--- config.mk ---
export PLATFORM = sky130hd
export DESIGN_NAME = mux4way_rr
export DESIGN_NICKNAME = d
export VERILOG_FILES = /design/src/rtl/mux4way_pkg.sv /design/src/rtl/rr_arbiter4.sv /design/src/rtl/mux4way_rr.sv
export SDC_FILE = /design/constraint.sdc
export NUM_CORES = 1
export LEC_CHECK = 0
export BUFFER_PORTS_ARGS = -buffer_cell sky130_fd_sc_hd__buf_2
export CORE_MARGIN = 5
export CORE_UTILIZATION = 45
export DETAILED_ROUTE_END_ITERATION = 6
export GPL_TIMING_DRIVEN = 0
export HOLD_SLACK_MARGIN = 0.02
export PLACE_DENSITY = 0.79
export SLEW_MARGIN = 25
export SYNTH_ARGS = -nofsm -noshare
export SYNTH_HDL_FRONTEND = slang
export SYNTH_HIERARCHICAL = 1
export SYNTH_SLANG_ARGS = --single-unit
--- constraint.sdc ---
create_clock -name clk -period 3 [get_ports clk]
set_input_delay 0.15 -clock clk [delete_from_list [all_inputs] [get_ports clk]]
set_output_delay 0.15 -clock clk [all_outputs]
set_load 0.02 [all_outputs]
--- src/rtl/mux4way_pkg.sv ---
// Shared types and helpers for the 4-way round-robin collector.
// Build option: MUX4WAY_FIXED_PRIO_EN selects fixed priority arbitration.
package mux4way_pkg;

    localparam int CH_NUM = 4;
    localparam int SEL_W  = 2;

    typedef enum logic {
        EMPTY = 1'b0,
        FULL  = 1'b1
    } out_state_e;

    function automatic logic [SEL_W-1:0] rr_next(
        input logic [SEL_W-1:0] idx
    );
        return idx + 1'b1;
    endfunction

endpackage

--- src/rtl/rr_arbiter4.sv ---
// Combinational 4-request arbiter searching from ptr upward, mod 4.
// With MUX4WAY_FIXED_PRIO_EN the search always starts at channel 0.
module rr_arbiter4
    import mux4way_pkg::*;
(
    input  logic [CH_NUM-1:0] req,
    input  logic [SEL_W-1:0]  ptr,
    output logic [CH_NUM-1:0] gnt,
    output logic [SEL_W-1:0]  gnt_idx
);

    logic [SEL_W-1:0] base;
    logic [SEL_W-1:0] idx;
    logic             found;

`ifdef MUX4WAY_FIXED_PRIO_EN
    logic unused_ptr;
    assign unused_ptr = ^ptr;
    assign base = '0;
`else
    assign base = ptr;
`endif

    always_comb begin
        gnt     = '0;
        gnt_idx = '0;
        found   = 1'b0;
        idx     = '0;
        for (int k = 0; k < CH_NUM; k++) begin
            idx = base + SEL_W'(k);
            if (!found && req[idx]) begin
                gnt[idx] = 1'b1;
                gnt_idx  = idx;
                found    = 1'b1;
            end
        end
    end

endmodule

--- src/rtl/mux4way_rr.sv ---
// Four-channel collector with a registered output beat tagged by source.
// Build option: MUX4WAY_FIXED_PRIO_EN drops the pointer for fixed priority.
module mux4way_rr
    import mux4way_pkg::*;
#(
    parameter int WIDTH = 4
) (
    input  logic                    clk,
    input  logic                    rst_n,
    input  logic [CH_NUM-1:0]       in_valid,
    output logic [CH_NUM-1:0]       in_ready,
    input  logic [CH_NUM*WIDTH-1:0] in_data,
    output logic                    out_valid,
    input  logic                    out_ready,
    output logic [WIDTH-1:0]        out_data,
    output logic [SEL_W-1:0]        out_sel
);

    out_state_e state_q;
    out_state_e state_d;

    logic [CH_NUM-1:0] gnt;
    logic [SEL_W-1:0]  gnt_idx;
    logic [SEL_W-1:0]  ptr;
    logic              load;
    logic              xfer;

    rr_arbiter4 u_arb (
        .req     (in_valid),
        .ptr     (ptr),
        .gnt     (gnt),
        .gnt_idx (gnt_idx)
    );

    assign out_valid = (state_q == FULL);
    assign load      = !out_valid || out_ready;
    assign in_ready  = (rst_n && load) ? gnt : '0;
    assign xfer      = |(in_valid & in_ready);

    always_comb begin
        state_d = state_q;
        if (xfer) begin
            state_d = FULL;
        end else if (out_ready) begin
            state_d = EMPTY;
        end
    end

    always_ff @(posedge clk) begin
        if (!rst_n) begin
            state_q <= EMPTY;
        end else begin
            state_q <= state_d;
        end
    end

    always_ff @(posedge clk) begin
        if (!rst_n) begin
            out_data <= '0;
            out_sel  <= '0;
        end else if (xfer) begin
            out_data <= in_data[gnt_idx*WIDTH +: WIDTH];
            out_sel  <= gnt_idx;
        end
    end

`ifdef MUX4WAY_FIXED_PRIO_EN
    assign ptr = '0;
`else
    // Pointer moves only on a transfer so idle cycles keep fairness.
    always_ff @(posedge clk) begin
        if (!rst_n) begin
            ptr <= '0;
        end else if (xfer) begin
            ptr <= rr_next(gnt_idx);
        end
    end
`endif

endmodule
Word-level counts from Yosys, hierarchy flattened:

Cells that the tools add are included.
Widths: inputs -> output; s select.

* output and inout bits: 11
* input port bits: 23
* register bits: 9

* shifts and indexed selects: 1
* reductions and logical operators: 15
* add/sub/neg operators: 4
* multiplexer cells: 30
* magnitude comparators: 8
* bitwise logic cells: 4

Operators with widths (count)
* $mux 4: 5
* $shiftx 16x5->4: 1
* $mux 1: 13
* $lt 2x3->1 const B: 4
* $or 4x4->4: 3
* $bmux 1 s2: 4
* $demux 1 s2: 4
* $ge 2x1->1 const B: 4
* $logic_and 1x1->1: 8
* $mux 2: 4
* $add 2x1->2 const B: 2
* $add 2x2->2 const B: 2
* $and 4x4->4: 1
* $logic_not 1->1: 4
* $reduce_or 4->1: 1
* $reduce_bool 2->1: 1
* $logic_or 1x1->1: 1

Depth between registers and ports, before layout:

* depth in word-level cells: 16
* gate-level depth with buffers: 11

Modules after synthesis:

Netlist, hierarchy kept.

Modules (own cells, without submodules)
* mux4way_rr: seq. area each 180.2 µm², cells each 54, area an instance 558.0 µm², times used 1
* rr_arbiter4: seq. area each 0.0 µm², cells each 48, area an instance 439.2 µm², times used 1

Worst setup path before layout:

No wires, ideal clock.

* kind: reg2reg
* from: register ptr[1]
* to: register out_data[0]
* cell stages (with the launch flop): 9
* required time: 2862 ps
* setup slack: 292 ps
* arrival time: 2569 ps
* path buffers: 0
* path through: dfxtp_1 > inv_1 > ha_1 > mux4_2 > a221oi_1 > o2bb2ai_1 > a22o_4 > o211ai_4 > o221ai_1

* cells in the longest elaborated chain, start to end: 15
* elaborated cells between the ends (all ways): 55
* those cells by class: add/sub: 3; order compare: 8; shift: 1; mux: 28; bitwise: 4; reduce/logical: 11

RTL lines
* from (decl): RTL line mux4way_rr.sv:24 `logic [SEL_W-1:0] ptr;`
* from (signal assigned): RTL line mux4way_rr.sv:75 `ptr <= rr_next(gnt_idx);`
* parallel branches: the longest is 11 deep, another holds $lt 2x3->1
* $mux 4 (*): RTL line rr_arbiter4.sv:31 `if (!found && req[idx]) begin`
* net gnt[2]: RTL line mux4way_rr.sv:22 `logic [CH_NUM-1:0] gnt;`
* $mux 4 (*): RTL line mux4way_rr.sv:37 `assign in_ready = (rst_n && load) ? gnt : '0;`
* $and 4x4->4 (*): RTL line mux4way_rr.sv:38 `assign xfer = |(in_valid & in_ready);`
* $reduce_or 4->1 (*): RTL line mux4way_rr.sv:38
* to (signal assigned): RTL line mux4way_rr.sv:62 `out_data <= in_data[gnt_idx*WIDTH +: WIDTH];`
* to (decl): RTL line mux4way_rr.sv:15 `output logic [WIDTH-1:0] out_data,`

Mark *: on every way through the listed nets, which the timed path passes. The select of a mux whose other input is x is not followed.
A chain may end at the register's enable or synchronous reset.

Worst setup path after layout:

* from: register ptr[0]
* to: register out_data[2]

* elaborated cells between the ends (all ways): 55
* those cells by class: add/sub: 3; order compare: 8; shift: 1; mux: 28; bitwise: 4; reduce/logical: 11

RTL lines
* parallel branches: the longest is 11 deep, another holds $add 2x1->2
* $mux 2 (*): RTL line rr_arbiter4.sv:31
* net gnt_idx[1]: RTL line mux4way_rr.sv:23 `logic [SEL_W-1:0] gnt_idx;`
* $shiftx 16x5->4 (*): RTL line mux4way_rr.sv:62

Marked as above.

==> results.yml <==
layout:
  final_cell_mix: "buf_2, nand2_1, inv_1"
  areaGrowthSynthToFinish_pct: 28.5
  multi_input_area_sq_um: 772
  final_nets: 171
  drive_above_1_share: 0.444
  fin_cells: 170
  fill_cells: 207
  diodes: 0
  register_area_sq_um: 183
  layout_commonest_cell: "buf_2"
sta:
  setup_violations: 0
  max_freq_mhz: 355
  finalSetupTns_ps: 0
  slew-limit-headroom: 0.738
  fin_crit_sh: 0.939
  worst_slack_ps: 184
  slew_violations: 0
  worstMarginPinSlew_ps: 393
  clock-skew-final_ps: 6.51
  final-hold-violation-count: 0
  fin_crit_ps: 2820
  rsz0062_at_grt: "no"
floorplan:
  die_area_sq_mm: 0.00326
  start_util: 0.460
  row_count: 17
  io_pins: 34
  core_sq_mm: 0.00217
  die_x_um: 57.1
  die_h_um: 57.1
worst_hold_path:
  hold_end: "out_valid$_SDFFE_PN0P_"
  min_path_cells: 3
  min_from: "out_ready"
  hold_class: "in2reg"
pwr:
  power_w: 0.00138
  combPwrFrac: 0.778
  switching_share: 0.465
  cellInternalPower_w: 0.000738
  p_switching_w: 0.000641
  irDropWorstVdd_mv: 0.620
  pwr_density_cell_mw_per_mm2: 1080
  p_leak_nw: 0.577
  clockPowerShare: 0.071
  seq_power_share: 0.151
setup_path:
  required_ps: 3150
  cp-start-kind: "flip-flop"
  crit_type: "reg2reg"
  rrSetupSlack_ps: 180
  reg2reg_depth: 11
  worstPathArrival_ps: 2970
  r2r_start: "ptr[0]$_SDFFE_PN0P_"
  timing.critical_path.fanout_max: 9
  endpoint_kind: "flip-flop"
  r2r-end: "out_data[2]$_SDFFE_PN0P_"
cts:
  cts_tree: "built"
  clock_latency_ps: 260
  numCtsBuffers: 3
  cts-root-buf: "clkbuf_4"
  htree_num_levels: 1
  clkTransAtPathRegs_ps: 70
  clock_sink_count: 9
  clockBufferDepth: 2
synth:
  syn_avg_cell_area_sq_um: 9.78
  netlist_area_sq_um: 997
  yosysSeqAreaShare: 0.181
  yosys.area.top_type_share: 0.181
  ys_ff_latch: 9
  yosys-top-cells-area: "dfxtp_1, mux4_2, ha_1"
  syn_nets: 130
  synth_top_area_cell: "dfxtp_1"
  synth_cells: 102
  yosysUniqueCellTypes: 36
  ys_warn_count: 6
status:
  outcome: "completed"
routing:
  firstDrtPassIters: 4
  routed_wl_um: 2640
  vias: 999
  drtIter0Drc: 32
  via_per_inst: 5.88
  wl_per_cell_um: 15.5
  route.detailed.drc: 0
  antenna_left: 0
grt:
  overflow: 0
  grt_start_max_net_pins: 11
  grt_pass1_wl_um: 4450
  grt_usage: 0.169
  antenna_found_initial: 0
  grt_pass1_vias: 991
placed_design:
  hpwl_um: 1980
  portBuffers: 33
  place_inst: 163
  routabilityCongestion: 0.818
  place_ws_ps: -130
run:
  maxCapViolCount: 0
## worst max-delay path, stage by stage (launching register included)
cell and delay [ps]:
dfxtp_2 390, buf_6 160, inv_1 100, ha_4 320, mux4_2 420, nor2b_4 230
buf_4 140, a221oi_2 60, o2bb2ai_2 310, mux4_2 370, inv_1 80, o221ai_2 100
## registers in the layout, indices dropped and copies added (netlist names)
name,count
out_valid,1
out_sel,2
out_data,4
ptr,2
## how the worst max path moves through the flow
stage	start	slack [ps]	cells past startpoint	to
CTS	ptr[0]$_SDFFE_PN0P_	40	11	out_data[2]$_SDFFE_PN0P_
global route	ptr[0]$_SDFFE_PN0P_	20	11	out_data[3]$_SDFFE_PN0P_
floorplan	ptr[1]$_SDFFE_PN0P_	290	8	out_data[0]$_SDFFE_PN0P_
global placement	ptr[1]$_SDFFE_PN0P_	-30	9	out_data[2]$_SDFFE_PN0P_
detailed placement	ptr[1]$_SDFFE_PN0P_	-130	9	out_data[2]$_SDFFE_PN0P_
finish	ptr[0]$_SDFFE_PN0P_	180	11	out_data[2]$_SDFFE_PN0P_
## stage by stage
stage          cell area [sq um]   util  hold WS, ps
2_1_floorplan                997      -          365
3_3_place_gp                1200  0.552          446
3_5_place_dp                1200  0.552          457
4_1_cts                     1260  0.582          273
5_1_grt                     1280  0.591          307
6_report                    1280  0.591          278
## cells in the mapped netlist, drive strengths merged
| cell | count |
|---|---|
| nand3 | 1 |
| xnor2 | 1 |
| mux2i | 5 |
| a221oi | 5 |
| inv | 9 |
| nand2 | 14 |
| a211oi | 1 |
| dfxtp | 9 |
| o221ai | 4 |
| a22o | 2 |
| and2 | 1 |
| or3 | 4 |
| nor3 | 2 |
| nand2b | 2 |
| ha | 5 |
| o31a | 1 |
| nor2b | 6 |
| o2bb2ai | 5 |
| and3 | 4 |
| clkbuf | 1 |
| buf | 3 |
| o211ai | 2 |
| mux4 | 8 |
| mux2 | 1 |
| nor2 | 3 |
| o21ai | 1 |
| nand3b | 1 |
| o31ai | 1 |
## cells by family after synthesis
logic type,share of synthesized area
simple gates,0.220
compound gates,0.221
mux,0.242
buf+inv,0.0652
flops,0.181
fa+ha+maj,0.0627
xor+xnor,0.00878
## area by class of cell
cell class,instances,area share
multi-input cells,80,0.603
repair buffers,36,0.156
flip-flops and latches,9,0.143
well taps,28,0.0273
inverters,9,0.0264
plain buffers,4,0.0244
clock buffers,4,0.0205
## power groups by stage
stage | Sequential [W] | Combinational, W | Clock, W
detailed placement | 0.000209 | 0.000979 | 0
floorplan | 0.000247 | 0.000742 | 0
global route | 0.000217 | 0.00116 | 0.000106
finish | 0.000209 | 0.00107 | 0.0000975
global placement | 0.000208 | 0.000945 | 0
CTS | 0.000207 | 0.00103 | 0.0000994
## what timing repair did
action / in CTS / in global routing
endpoints found under the setup margin: 9 / 12
pin swaps: 1 / 0
buffers inserted: 2 / 1
resized for setup: 4 / 2
hold buffers: 0 / 0
## per-layer routing
metal / GRT usage / share of wire / vias up
met5: 0 / 0 / -
met1: 0.196 / 0.39 / 494
li1: - / - / 471
met3: 0.0362 / 0.048 / 4
met4: 0.0497 / 0.014 / 0
met2: 0.310 / 0.55 / 30
Note: power is estimated with default switching activity, not from simulation.
